<file path="src/rtl/fetch_fd_stage.sv">
// Fetch stage: owns the PC, drives the synchronous instruction memory and
// holds the F/D pipeline register with stall, flush and redirect handling.
module fetch_fd_stage #(
    parameter logic [31:0] RESET_PC  = 32'h0000_0000,
    parameter logic [31:0] NOP_INSTR = 32'h0000_0013
) (
    input  logic        Clk,
    input  logic        Clear,
    input  logic        stall_f,
    input  logic        flush_d,
    input  logic        pc_redirect_e,
    input  logic [31:0] pc_target_e,
    output logic [31:0] imem_addr,
    input  logic [31:0] imem_rdata,
    output logic [31:0] instr_d,
    output logic [31:0] pc_d,
    output logic [31:0] pc_plus4_d,
    output logic        valid_d,
    output logic [31:0] fetch_count,
    output logic        misalign_err
);

    typedef enum logic {
        BOOT,
        RUN
    } state_e;

    state_e      state_q;
    logic [31:0] pc_f_q;
    logic [31:0] pc_f_d;
    logic [31:0] pc_f_plus4;
    logic [31:0] tgt;
    logic [31:0] instr_q;
    logic [31:0] pc_q;
    logic [31:0] pc4_q;
    logic        valid_q;
    logic [31:0] count_q;
    logic        misalign_q;
    logic        fd_bubble;
    logic        fd_load;
    logic        unused_tgt_bit0;

    // Bit 0 is dropped silently, as JALR clears it architecturally.
    assign unused_tgt_bit0 = pc_target_e[0];
    assign tgt             = {pc_target_e[31:2], 2'b00};
    assign pc_f_plus4      = pc_f_q + 32'd4;

    always_comb begin
        pc_f_d = pc_f_plus4;
        if (pc_redirect_e) begin
            pc_f_d = tgt;
        end else if (stall_f || state_q == BOOT) begin
            pc_f_d = pc_f_q;
        end
    end

    assign imem_addr = pc_f_d;
    assign fd_bubble = flush_d || (state_q == BOOT);
    assign fd_load   = !fd_bubble && !stall_f;

    always_ff @(posedge Clk or posedge Clear) begin
        if (Clear) begin
            state_q <= BOOT;
            pc_f_q  <= RESET_PC;
        end else begin
            state_q <= RUN;
            pc_f_q  <= pc_f_d;
        end
    end

    always_ff @(posedge Clk or posedge Clear) begin
        if (Clear) begin
            instr_q <= NOP_INSTR;
            pc_q    <= 32'd0;
            pc4_q   <= 32'd0;
            valid_q <= 1'b0;
        end else if (fd_bubble) begin
            instr_q <= NOP_INSTR;
            pc_q    <= 32'd0;
            pc4_q   <= 32'd0;
            valid_q <= 1'b0;
        end else if (fd_load) begin
            instr_q <= imem_rdata;
            pc_q    <= pc_f_q;
            pc4_q   <= pc_f_plus4;
            valid_q <= 1'b1;
        end
    end

    always_ff @(posedge Clk or posedge Clear) begin
        if (Clear) begin
            count_q    <= 32'd0;
            misalign_q <= 1'b0;
        end else begin
            if (fd_load) begin
                count_q <= count_q + 32'd1;
            end
            if (pc_redirect_e && pc_target_e[1]) begin
                misalign_q <= 1'b1;
            end
        end
    end

    assign instr_d      = instr_q;
    assign pc_d         = pc_q;
    assign pc_plus4_d   = pc4_q;
    assign valid_d      = valid_q;
    assign fetch_count  = count_q;
    assign misalign_err = misalign_q;

endmodule
</file>
<file path="config.mk">
export PLATFORM = sky130hd
export DESIGN_NAME = fetch_fd_stage
export DESIGN_NICKNAME = d
export VERILOG_FILES = /design/src/rtl/fetch_fd_stage.sv
export SDC_FILE = /design/constraint.sdc
export NUM_CORES = 1
export LEC_CHECK = 0
export BUFFER_PORTS_ARGS = -buffer_cell sky130_fd_sc_hd__buf_2
export CAP_MARGIN = 40
export CORE_UTILIZATION = 45
export DETAILED_ROUTE_END_ITERATION = 10
export PLACE_DENSITY_LB_ADDON = 0.12
export SLEW_MARGIN = 20
export SYNTH_ARGS = -nofsm -noshare
export SYNTH_HDL_FRONTEND = slang
export SYNTH_SLANG_ARGS = --single-unit
</file>
<file path="constraint.sdc">
create_clock -name Clk -period 7.3 [get_ports Clk]
set_input_delay 0.365 -clock Clk [delete_from_list [all_inputs] [get_ports Clk]]
set_output_delay 0.365 -clock Clk [all_outputs]
set_load 0.03 [all_outputs]
</file>
==> impl_results.md <==
* CTS tree: yes
* Synthesized Nets at 716
* Setup bufs post-CTS at 0
* Synthesized instance count at ~650
* Ant. Diodes at 0
* Placed inst area at 8380 um2
* Fill count at 1362
* Status: complete, no violations
* Sequential share of the synthesized area at approximately 56%
* Root buffer cell: clkbuf_16
* Detailed-placement wirelength estimate at roughly 13 mm
* Main synth FF type: dfrtp_1
* Clk Latency, worst-skew pair at 0.42 ns
* RePlAce Congestion at about 0.8
* Int Pwr at roughly 1.6 mW
* Final worst-path cycle share at 43.1%
* Sw frac at 27.6%
* Largest family of logic cells by synthesized area: simple AND/OR/NAND/NOR gates
* Antenna-violating nets left at 0
* Drt pass-1 iters at 4
* Slew headroom at between 40% and 50%
* Share of layout cells above drive strength 1 at 33.3%
* Max Slew Vio Count at 0
* P per Cell Area at 244 nW/um2
* Worst-path clk slew at 0.06 ns
* Initial Utilization at roughly 47%
* Die Span Y at approximately 130 um
* Wire per inst at 16.9 um
* Vias in the first global route at around 5500
* Compound-Gate Fraction of Synth Area at approximately an eighth
* CORE AREA at 15400 um2
* Worst endpoint data arrival time at approximately 2.8 ns
* Tmin final at between 3 and 4 ns
* Synth area leaders: dfrtp_1, a22o_1, xnor2_1
* Critical-path maximum fanout at 7
* Vias/cell at 5.24
* H-Tree Depth at 4
* Register Area at 4030 um2
* Crit path launch type: flop
* YS warnings at 0
* Most frequent cells in the layout: buf_2, dfrtp_1, nand2_1
* # hold bufs at CTS at 0
* Max Cap Viol at 0
* Gr ovfl total at 0
* Post-cts sizing count at 0
* Mux contribution to synthesized area at 0.436%
* Area occupied by multi-input gates at 2830 um2
* RSZ-0062 raised after global routing: no
* Number of flops mapped to enable cells by yosys at 0
* Post-synth top area share at 55.1%
* Final Hold Violating Endpoints at 0
* Die area at 16400 um2
* Crit path kind: flop to primary output
* NetSw at 0.606 mW
* End-of-flow core utilization at between 50% and 60%
* Simple logic cell fraction of the synthesized area at 15.3%
* Seq pwr share at a little under half
* P&R area growth vs syn at 25.4%
* Max Fclk at 317 MHz
* Post-synthesis adder-cell area fraction at less than 1%
* WL final at 18.2 mm
* GRT Util Overall at a little under a quarter
* First-pass GRT wire length at 28.9 mm
* I/O pins at 231
* LEAKAGE at 4.46 nW
* Ys async rst share at 100%
* Largest net degree at the start of global routing at 75
* Final setup vio count at 0
* Via count at 5623
* Max clock buf depth at 2
* Crit. End Element: primary output
* Clock power frac at 41.5%
* Peak VDD IR at ~0.16 mV
* NumNets Final at 921
* Slew @ Worst Pin at 0.768 ns
* Setup TNS at 0 ns
* Syn avg cell area at 11.1 um2
* Required time worst endpoint at 6.93 ns
* Site row count at 45
* Post-route cell area at 8990 um2
* Clock Skew at just over 0.007 ns
* Yosys reg bits at around 160
* DR iter-0 viols at 288
* Commonest non-fill, non-tap cell in the layout: buf_2
* CTS Sinks at 161
* Synthesized area at 7170 um2
* Die Span X at 128 um
* Drt drc at 0
* IO Port Bufs at roughly 230
* Worst min-delay path class: primary input to async pin
* Yosys top cell by area: dfrtp_1
* XOR/XNOR share of the synthesized area at 10.7%
* Num CTS Buffers at 17
* Antenna violations before repair at 0
* Logic pwr share at 13.1%
* Synth unique cells at 46
-- cells by family (layout without fill, tap and decap cells) --
family | Yosys count | in the layout
buffers and inverters | 54 | 272
muxes | 3 | 3
and+or+nand+nor | 212 | 212
xor gates and xnor gates | 88 | 88
adders and majority gates | 2 | 2
DFF | 161 | 161
AOI/OAI and AO/OA | 124 | 124
other | 1 | 1
-- layer usage --
metal	global-route usage [%]	share of wire [%]
met1	30.2	45
met2	37.1	47
met3	5.80	6.0
met4	8.24	2.0
met5	0	0
-- final cells by class --
class | instances | area share, %
clock buffer | 20 | 5.08
sequential | 161 | 44.8
tap | 211 | 2.94
clock inverter | 12 | 1.73
inverter | 3 | 0.181
timing repair buffer | 237 | 13.8
multi-input combinational | 430 | 31.4
-- synthesized netlist by cell type (7+ instances only) --
library cell and n:
o21ai_0 30, xor2_1 42, o21ai_1 24, dfrtp_1 158
clkbuf_1 20, buf_4 11, xnor2_1 46, and3_1 11
buf_2 9, nand2_1 88, a22o_1 64, nor3_1 7
nand4_1 19, nor2_1 21, buf_6 7, nand3_1 34
-- final timing paths --
kind | from | end | slack [ns] | cells after the start
setup / recovery | pc_f_q[2]$_DFF_PP0_ | imem_addr[26] | 4.15 | 8
min in group Clk | pc_target_e[1] | misalign_err$_DFFE_PP0P_ | 0.15 | 2
hold / removal | Clear | fetch_count[22]$_DFFE_PP0P_ | 0.03 | 2
hold reg to reg | misalign_err$_DFFE_PP0P_ | misalign_err$_DFFE_PP0P_ | 0.45 | 1
max in group asynchronous | Clear | instr_d[0]$_DFFE_PP1P_ | 5.95 | 4
setup reg to reg | pc_f_q[2]$_DFF_PP0_ | pc_f_q[26]$_DFF_PP0_ | 5.08 | 7
-- power by group through the flow --
stage	clock [mW]	combinational (mW)	sequential [mW]
floorplan	0	0.161	1.04
finish	0.911	0.287	0.995
global route	0.972	0.313	1.00
detailed placement	0	0.290	1.01
CTS	0.932	0.291	0.994
global placement	0	0.283	1.01
-- stage by stage --
stage / setup WS (ns) / hold slack (ns) / std cells / power, mW
6_report: 4.15 / 0.0340 / 1074 / 2.19
4_1_cts: 4.13 / 0.0655 / 1074 / 2.22
5_1_grt: 3.96 / 0.0937 / 1074 / 2.29
3_5_place_dp: 4.59 / 0.439 / 1042 / 1.30
2_1_floorplan: 2.59 / 0.452 / 645 / 1.20
3_3_place_gp: 4.41 / 0.432 / 1039 / 1.29
-- registers in the layout (all words and copies together), names as in the netlist --
signal,count
pc_f_q,32
fetch_count,32
pc_d,32
state_q,1
misalign_err,1
valid_d,1
instr_d,32
pc_plus4_d,30
-- critical path, cell delays in order, from the launching register on --
cell and delay, ns:
dfrtp_1 0.49, ha_1 0.27, nand3_1 0.19, nor4_2 0.44, buf_2 0.29, nand3_1 0.11
xor2_1 0.15, o21ai_1 0.18, buf_2 0.23
Power figures use the tool's default switching activity.
